--- src/rtl/cim_pkg.sv ---
// ============================================================================
//  Module      : cim_pkg
//  Description : Shared types and sizing helpers for the CIM fully-connected
//                layer (state encoding, tile count, accumulator width).
//  Revision    : 1.0 - initial release
// ============================================================================
`default_nettype none

package cim_pkg;

    // Layer controller states, explicitly encoded
    typedef enum logic [2:0] {
        ST_IDLE     = 3'd0,
        ST_CIM_WR   = 3'd1,
        ST_CIM_WAIT = 3'd2,
        ST_READ     = 3'd3,
        ST_OUT      = 3'd4
    } fc_state_t;

    // Number of crossbars needed to cover n items with xbar items each
    function automatic int tiles(input int n, input int xbar);
        return (n + xbar - 1) / xbar;
    endfunction

    // Accumulator width that cannot overflow when summing v signed dt-bit terms
    function automatic int acc_w(input int dt, input int v);
        return dt + $clog2(v) + 1;
    endfunction

endpackage

`default_nettype wire

--- src/rtl/fc_acc_sat.sv ---
// ============================================================================
//  Module      : fc_acc_sat
//  Description : Sums one partial sum per vertical tile at full width, applies
//                the optional ReLU (macro FC_RELU_EN), saturates to the signed
//                output width and registers the result on i_load.
//  Revision    : 1.0 - initial release
// ============================================================================
`default_nettype none

module fc_acc_sat
    import cim_pkg::*;
#(
    parameter int DATATYPE_SIZE        = 4,
    parameter int OUTPUT_DATATYPE_SIZE = 4,
    parameter int V_CIM_TILES          = 2,
    parameter int ACC_WIDTH            = acc_w(DATATYPE_SIZE, V_CIM_TILES)
) (
    input  logic                                        clk,
    input  logic                                        rst,
    input  logic                                        i_load,
    input  logic [V_CIM_TILES-1:0][DATATYPE_SIZE-1:0]   i_psum,
    output logic [OUTPUT_DATATYPE_SIZE-1:0]             o_data
);

    // Comparison width large enough for both the accumulator and the clamp limits
    localparam int c_ext_w = ((ACC_WIDTH > OUTPUT_DATATYPE_SIZE) ? ACC_WIDTH
                                                                 : OUTPUT_DATATYPE_SIZE) + 1;
    localparam logic signed [c_ext_w-1:0] c_sat_max = c_ext_w'((2 ** (OUTPUT_DATATYPE_SIZE - 1)) - 1);
    localparam logic signed [c_ext_w-1:0] c_sat_min = c_ext_w'(-(2 ** (OUTPUT_DATATYPE_SIZE - 1)));

    logic signed [ACC_WIDTH-1:0]            w_acc;
    logic signed [c_ext_w-1:0]              w_ext;
    logic [OUTPUT_DATATYPE_SIZE-1:0]        w_sat;
    logic [OUTPUT_DATATYPE_SIZE-1:0]        r_data;

    // Adder tree over vertical tiles, then activation and clamp
    always_comb begin
        w_acc = '0;
        for (int t = 0; t < V_CIM_TILES; t++) begin
            w_acc = w_acc + ACC_WIDTH'($signed(i_psum[t]));
        end
        w_ext = c_ext_w'(w_acc);
`ifdef FC_RELU_EN
        if (w_ext < 0) begin
            w_ext = '0;
        end
`endif
        if (w_ext > c_sat_max) begin
            w_sat = c_sat_max[OUTPUT_DATATYPE_SIZE-1:0];
        end else if (w_ext < c_sat_min) begin
            w_sat = c_sat_min[OUTPUT_DATATYPE_SIZE-1:0];
        end else begin
            w_sat = w_ext[OUTPUT_DATATYPE_SIZE-1:0];
        end
    end

    // Result register, loaded once per neuron
    always_ff @(posedge clk or negedge rst) begin
        if (!rst) begin
            r_data <= '0;
        end else if (i_load) begin
            r_data <= w_sat;
        end
    end

    assign o_data = r_data;

endmodule

`default_nettype wire

--- src/rtl/fc_layer_acc.sv ---
// ============================================================================
//  Module      : fc_layer_acc
//  Description : Fully-connected layer controller for CIM crossbars. Buffers
//                one input vector, streams it row by row into the tiles, reads
//                partial sums back, accumulates across vertical tiles and emits
//                one activated, saturated neuron per beat.
//                Optional ReLU selected by macro FC_RELU_EN.
//  Revision    : 1.0 - initial release
// ============================================================================
`default_nettype none

module fc_layer_acc
    import cim_pkg::*;
#(
    parameter int DATATYPE_SIZE        = 4,
    parameter int OUTPUT_DATATYPE_SIZE = 4,
    parameter int XBAR_SIZE            = 512,
    parameter int INPUT_SIZE           = 720,
    parameter int OUTPUT_SIZE          = 70,
    parameter int V_CIM_TILES          = tiles(INPUT_SIZE, XBAR_SIZE),
    parameter int H_CIM_TILES          = tiles(OUTPUT_SIZE * DATATYPE_SIZE, XBAR_SIZE),
    parameter int OUTS_PER_TILE        = XBAR_SIZE / DATATYPE_SIZE,
    parameter int ACC_WIDTH            = acc_w(DATATYPE_SIZE, V_CIM_TILES)
) (
    input  logic                                                    clk,
    input  logic                                                    rst,
    input  logic                                                    i_ibuf_we,
    input  logic [$clog2(INPUT_SIZE)-1:0]                           i_ibuf_addr,
    input  logic [DATATYPE_SIZE-1:0]                                i_ibuf_wr_data,
    input  logic                                                    i_start,
    input  logic                                                    i_func_start,
    input  logic                                                    i_cim_busy,
    input  logic [V_CIM_TILES-1:0][H_CIM_TILES-1:0][DATATYPE_SIZE-1:0] i_data,
    input  logic                                                    i_next_busy,
    output logic                                                    o_busy,
    output logic                                                    o_cim_we,
    output logic [$clog2(XBAR_SIZE)-1:0]                            o_cim_wr_addr,
    output logic [V_CIM_TILES-1:0][DATATYPE_SIZE-1:0]               o_cim_data,
    output logic [$clog2(XBAR_SIZE)-1:0]                            o_cim_rd_addr,
    output logic                                                    o_func_valid,
    output logic [$clog2(OUTPUT_SIZE)-1:0]                          o_func_idx,
    output logic [OUTPUT_DATATYPE_SIZE-1:0]                         o_func_data
);

    localparam int c_row_w   = $clog2(XBAR_SIZE);
    localparam int c_idx_w   = $clog2(OUTPUT_SIZE);
    localparam int c_ibuf_aw = $clog2(INPUT_SIZE);
    localparam logic [c_row_w-1:0]   c_row_last    = c_row_w'(XBAR_SIZE - 1);
    localparam logic [c_idx_w-1:0]   c_neuron_last = c_idx_w'(OUTPUT_SIZE - 1);
    localparam logic [c_ibuf_aw-1:0] c_ibuf_last   = c_ibuf_aw'(INPUT_SIZE - 1);

    fc_state_t                                  r_state;
    fc_state_t                                  w_state_nxt;
    logic [c_row_w-1:0]                         r_row;
    logic [c_idx_w-1:0]                         r_neuron;
    logic [c_idx_w-1:0]                         w_rd_neuron;
    logic [DATATYPE_SIZE-1:0]                   r_ibuf [INPUT_SIZE];
    logic [V_CIM_TILES-1:0][DATATYPE_SIZE-1:0]  w_psum;
    logic [OUTPUT_DATATYPE_SIZE-1:0]            w_sat_data;

    // State register
    always_ff @(posedge clk or negedge rst) begin
        if (!rst) begin
            r_state <= ST_IDLE;
        end else begin
            r_state <= w_state_nxt;
        end
    end

    // Next-state decode and status/strobe outputs
    always_comb begin
        w_state_nxt   = r_state;
        o_busy        = (r_state != ST_IDLE);
        o_cim_we      = 1'b0;
        o_cim_wr_addr = r_row;
        o_func_valid  = 1'b0;
        o_func_idx    = '0;
        o_func_data   = '0;
        case (r_state)
            ST_IDLE: begin
                if (i_start) begin
                    w_state_nxt = ST_CIM_WR;
                end
            end
            ST_CIM_WR: begin
                o_cim_we = !i_cim_busy;
                if (!i_cim_busy && r_row == c_row_last) begin
                    w_state_nxt = ST_CIM_WAIT;
                end
            end
            ST_CIM_WAIT: begin
                if (i_func_start) begin
                    w_state_nxt = ST_READ;
                end
            end
            ST_READ: begin
                w_state_nxt = ST_OUT;
            end
            ST_OUT: begin
                o_func_valid = 1'b1;
                o_func_idx   = r_neuron;
                o_func_data  = w_sat_data;
                if (!i_next_busy) begin
                    w_state_nxt = (r_neuron == c_neuron_last) ? ST_IDLE : ST_READ;
                end
            end
            default: begin
                w_state_nxt = ST_IDLE;
            end
        endcase
    end

    // Row and neuron counters; both return to 0 as their phase completes
    always_ff @(posedge clk or negedge rst) begin
        if (!rst) begin
            r_row    <= '0;
            r_neuron <= '0;
        end else begin
            if (r_state == ST_CIM_WR && !i_cim_busy) begin
                r_row <= (r_row == c_row_last) ? '0 : r_row + c_row_w'(1);
            end
            if (r_state == ST_OUT && !i_next_busy) begin
                r_neuron <= (r_neuron == c_neuron_last) ? '0 : r_neuron + c_idx_w'(1);
            end
        end
    end

    // Input buffer: writable only while idle, contents are not reset
    always_ff @(posedge clk) begin
        if (r_state == ST_IDLE && i_ibuf_we && i_ibuf_addr <= c_ibuf_last) begin
            r_ibuf[i_ibuf_addr] <= i_ibuf_wr_data;
        end
    end

    // Row data per vertical tile; rows past the end of the vector are zero-padded
    always_comb begin
        o_cim_data = '0;
        for (int t = 0; t < V_CIM_TILES; t++) begin
            if (r_state == ST_CIM_WR && (t * XBAR_SIZE + int'(r_row)) < INPUT_SIZE) begin
                o_cim_data[t] = r_ibuf[c_ibuf_aw'(t * XBAR_SIZE + int'(r_row))];
            end
        end
    end

    // Read address runs one neuron ahead while a result is on the output, so the
    // tile data for the next neuron is already valid in its READ cycle
    always_comb begin
        w_rd_neuron = r_neuron;
        if (r_state == ST_OUT && r_neuron != c_neuron_last) begin
            w_rd_neuron = r_neuron + c_idx_w'(1);
        end
        o_cim_rd_addr = c_row_w'(32'(w_rd_neuron) % OUTS_PER_TILE);
    end

    generate
        if (H_CIM_TILES == 1) begin : g_hsel_single
            // Only one horizontal tile: take its partial sums directly
            always_comb begin
                w_psum = '0;
                for (int t = 0; t < V_CIM_TILES; t++) begin
                    w_psum[t] = i_data[t][0];
                end
            end
        end else begin : g_hsel_multi
            localparam int c_hsel_w = $clog2(H_CIM_TILES);
            logic [c_hsel_w-1:0] w_h_sel;
            // Pick the horizontal tile that holds the current neuron
            always_comb begin
                w_h_sel = c_hsel_w'(32'(r_neuron) / OUTS_PER_TILE);
                w_psum  = '0;
                for (int t = 0; t < V_CIM_TILES; t++) begin
                    w_psum[t] = i_data[t][w_h_sel];
                end
            end
        end
    endgenerate

    fc_acc_sat #(
        .DATATYPE_SIZE        (DATATYPE_SIZE),
        .OUTPUT_DATATYPE_SIZE (OUTPUT_DATATYPE_SIZE),
        .V_CIM_TILES          (V_CIM_TILES),
        .ACC_WIDTH            (ACC_WIDTH)
    ) u_acc_sat (
        .clk    (clk),
        .rst    (rst),
        .i_load (r_state == ST_READ),
        .i_psum (w_psum),
        .o_data (w_sat_data)
    );

endmodule

`default_nettype wire
--- config.mk ---
export PLATFORM = sky130hd
export DESIGN_NAME = fc_layer_acc
export DESIGN_NICKNAME = d
export VERILOG_FILES = /design/src/rtl/cim_pkg.sv /design/src/rtl/fc_acc_sat.sv /design/src/rtl/fc_layer_acc.sv
export SDC_FILE = /design/constraint.sdc
export NUM_CORES = 2
export LEC_CHECK = 0
export ABC_AREA = 1
export ABC_CLOCK_PERIOD_IN_PS = 3300
export BUFFER_PORTS_ARGS = -buffer_cell sky130_fd_sc_hd__buf_4
export CORE_MARGIN = 5
export CORE_UTILIZATION = 35
export DETAILED_ROUTE_END_ITERATION = 7
export GPL_ROUTABILITY_DRIVEN = 0
export GPL_TIMING_DRIVEN = 1
export PLACE_DENSITY = 0.54
export SYNTH_ARGS = -nofsm -noshare
export SYNTH_HDL_FRONTEND = slang
export SYNTH_SLANG_ARGS = --single-unit
--- constraint.sdc ---
create_clock -name clk -period 3.3 [get_ports clk]
set_input_delay 0.165 -clock clk [delete_from_list [all_inputs] [get_ports clk]]
set_output_delay 0.165 -clock clk [all_outputs]
set_load 0.03 [all_outputs]
==> summary.txt <==
Synthesis
  – Most frequent cell after synthesis: edfxtp_1
  – Synthesized cell area: 121000 µm²
  – Synth Flop Type: edfxtp_1
  – Cell variety after synth: 37
  – YS warnings: 0
  – Seq/Total Area, Yosys: 72.1%
  – Ys async rst share: 0.792%
  – Post-synthesis area per instance: 11.3 µm²
  – Synth cell count leaders: 2880 x edfxtp_1, 2808 x nand2_1, 1520 x nor2_1
  – Leading area contributor after synthesis: edfxtp_1
  – Post-synthesis cell count: 10700
  – Area contributors post-synth: edfxtp_1 72%, nand2_1 8.7%, nand3_1 5.6%
  – Top-area cell type share of the netlist area: 71.7%
  – EDFF count, synth: 2880
  – #FFs+latches synth: 2903

Detailed routing
  – Detailed Routing Iterations Pass 1: 6
  – Antenna viol nets, final: 0
  – Drt wl/cell: 25.7 µm
  – DR iter-0 viols: 10100
  – Drc violations: 0
  – DR vias: 85600
  – Drt via density: 5.42
  – DRT Wirelength: 406000 µm

Timing
  – PnR worst setup slack: -0.697 ns
  – Minimum clock period: 4.00 ns
  – Count of final max-slew check failures: 0
  – Period utilization: 121%
  – Max frequency: 0.250 GHz
  – Setup TNS Final: -5.19 ns
  – Hold Violations, Final: 0
  – Clock skew: 0.0455 ns
  – Rel. slew slack: 5.70%
  – Least-Margin Pin Slew: 1.40 ns
  – RSZ-0062 raised after global routing: yes
  – Setup Viol. Count Final: 8

Placed design
  – Post-detail-place hpwl: 232000 µm
  – Post-Place Worst Slack: -0.804 ns
  – # port buffers: 66

CTS
  – Root buffer cell: clkbuf_16
  – Skew-Pair Late Insertion Delay: 0.88 ns
  – CTS sink cnt: 2903
  – Clock Pin Slew Worst Setup and Hold Paths: 0.06 ns
  – Clk buf depth: 4
  – Htree depth: 5
  – CTS tree: done
  – TritonCTS Buffers: 312

Floorplan
  – Core ar.: 343000 µm²
  – Die height: 597 µm
  – IO Count: 69
  – Initial core utilization: 35.2%
  – Die X: 597 µm
  – Cell Rows: 215
  – Die ar.: 357000 µm²

Job
  – Max-Cap Viols: 0

Setup path
  – Largest stage delay on the critical path: 0.50 ns
  – Slowest cell on crit path: dfrtp_4
  – Worst Path Buf+Inv: 7
  – Worst Path Required: 3.13 ns
  – CP max FO: 16
  – CP arrival: 3.83 ns
  – Critical path class: reg2out
  – Worst Setup End Kind: output port
  – Delay-heaviest family, CP: simple AND/OR/NAND/NOR gates
  – Critical-path cell list: buf_12, buf_16, buf_16, buf_4, clkbuf_16, nand2_1, nand3_1, nand3_1, nand3_2, nand3_1, nand2_2, nand2_2, nand2_2, nor2_4, nand2_4, nand3_4, a21oi_4, buf_6, buf_6
  – Crit path launch type: flop

Global routing
  – M2 GR Usage: 35.3%
  – M1 GR Usage: 29.6%
  – Initial antenna violation count: 25
  – Largest net degree at the start of global routing: 138
  – GR peak layer: met2
  – Vias in the first global route: 83900
  – First-pass GRT wire length: 580000 µm
  – Overflow after GRT: 0
  – Grt met3 use: 3.36%
  – GRT Overall Usage: 21.9%

Finish
  – Post-layout net count: 11000
  – # fillers: 31900
  – Layout area overhead: 20.6%
  – Share of cells above drive strength 1: 13.9%

Status
  – Failing checks: setup timing
  – Status: finished, violations left

Power and ir drop
  – VDD IR-drop max: 0.000535 V
  – LEAKAGE: 51.2 nW
  – Cell Pwr Density: 858 nW/µm²

Worst hold path
  – Hold Crit Class: in2reg
-- routing by layer --
metal | up-vias | wire [µm] | part of all wire [%]
li1 | 37900 | - | -
met1 | 42900 | 167000 | 41
met2 | 3933 | 189000 | 46
met3 | 761 | 32500 | 8.0
met4 | 2 | 18300 | 4.5
met5 | - | 13 | 0.0032
-- stage by stage --
stage | util, % | cells | area [µm²] | power, W | hold slack, ns
floorplan | - | 10700 | 121000 | 0.0645 | -0.131
global placement | 37.7 | 15000 | 129000 | 0.0805 | 0.129
detailed placement | 37.7 | 15000 | 129000 | 0.0805 | 0.125
CTS | 41.9 | 15700 | 144000 | 0.122 | 0.0423
global route | 42.4 | 15800 | 146000 | 0.130 | 0.0813
finish | 42.4 | 15800 | 146000 | 0.125 | 0.115
-- kinds of logic after synthesis --
group                    share of synthesized area [%]
XOR/XNOR                                        0.0290
buffers and inverters                             3.70
AO/OA/AOI/OAI                                     4.65
flip-flops                                        72.1
AND/OR/NAND/NOR                                   19.4
adder cells (fa/ha/maj)                         0.0995
other                                          0.00311
-- layout make-up --
type,instances,area [µm²],share of cell area (%)
clock inverters,171,1700,1.17
flip-flops and latches,2903,87100,59.8
multi-input cells,6786,31000,21.3
inverters,242,965,0.663
diodes,11,27.5,0.0189
repair buffers,752,10800,7.41
repair inverters,1,16.3,0.0112
well taps,4557,5700,3.92
clock buffers,379,8250,5.67
-- state kept, by name, summed over array words and instances (netlist names) --
signal	count
u_acc_sat.o_data	4
r_neuron	7
r_ibuf	2880
o_cim_wr_addr	9
r_state	3
-- final timing paths --
kind | from | to | slack [ns] | cells after the start
max | o_cim_wr_addr[0]$_DFFE_PN0P_ | o_cim_data[3] | -0.70 | 19
max reg2reg | r_state[0]$_DFFE_PN0P_ | r_ibuf[597][3]$_DFFE_PP_ | 0.11 | 10
min | i_next_busy | r_neuron[1]$_DFFE_PN0P_ | 0.12 | 3
max in group asynchronous | rst | o_cim_wr_addr[1]$_DFFE_PN0P_ | 2.78 | 4
min in group asynchronous | rst | r_neuron[6]$_DFFE_PN0P_ | 0.31 | 4
min reg2reg | u_acc_sat.o_data[2]$_DFFE_PN0P_ | u_acc_sat.o_data[2]$_DFFE_PN0P_ | 0.54 | 2
-- tightest hold or removal path, delay by kind of cell --
family	cells	cell delay [ns]
buffers and inverters	2	0.70
AOI/OAI and AO/OA	1	0.09
-- placed cells by master (no fill, tap or decap), types with 13 or more instances in the layout --
cell type	netlist	layout
bufbuf_16	0	18
clkbuf_16	0	345
nand2_2	0	119
o21ai_1	24	52
clkinv_1	2	72
o211ai_1	99	99
nand3_4	0	13
buf_8	0	19
o22ai_1	130	130
nand2_1	2808	2644
dlygate4sd3_1	0	23
nand2_4	0	40
buf_16	0	88
nor2_1	1520	1478
buf_4	37	367
clkbuf_1	192	57
nor2_4	0	23
dfrtp_1	23	17
buf_6	3	42
buf_12	0	170
nor2_2	2	21
clkinv_2	0	46
a21oi_1	195	176
nor3_1	63	60
edfxtp_1	2880	2880
nand3_1	1342	1201
nand3_2	0	128
bufinv_16	0	30
inv_1	235	226
o21ai_0	549	520
-- repair_timing --
item | CTS | global route
endpoints found under the hold margin | 509 | 0
cloned | 62 | 25
gates resized for setup | 407 | 270
hold buffers | 24 | 0
buffers inserted | 64 | 42
endpoints found under the setup margin | 16 | 27
pin swaps | 98 | 155
-- power by group --
part           switching [W]  internal (W)
clock                 0.0145        0.0202
combinational         0.0314        0.0179
sequential          0.000195        0.0407
total                 0.0461        0.0787
Power figures use the tool's default switching activity.
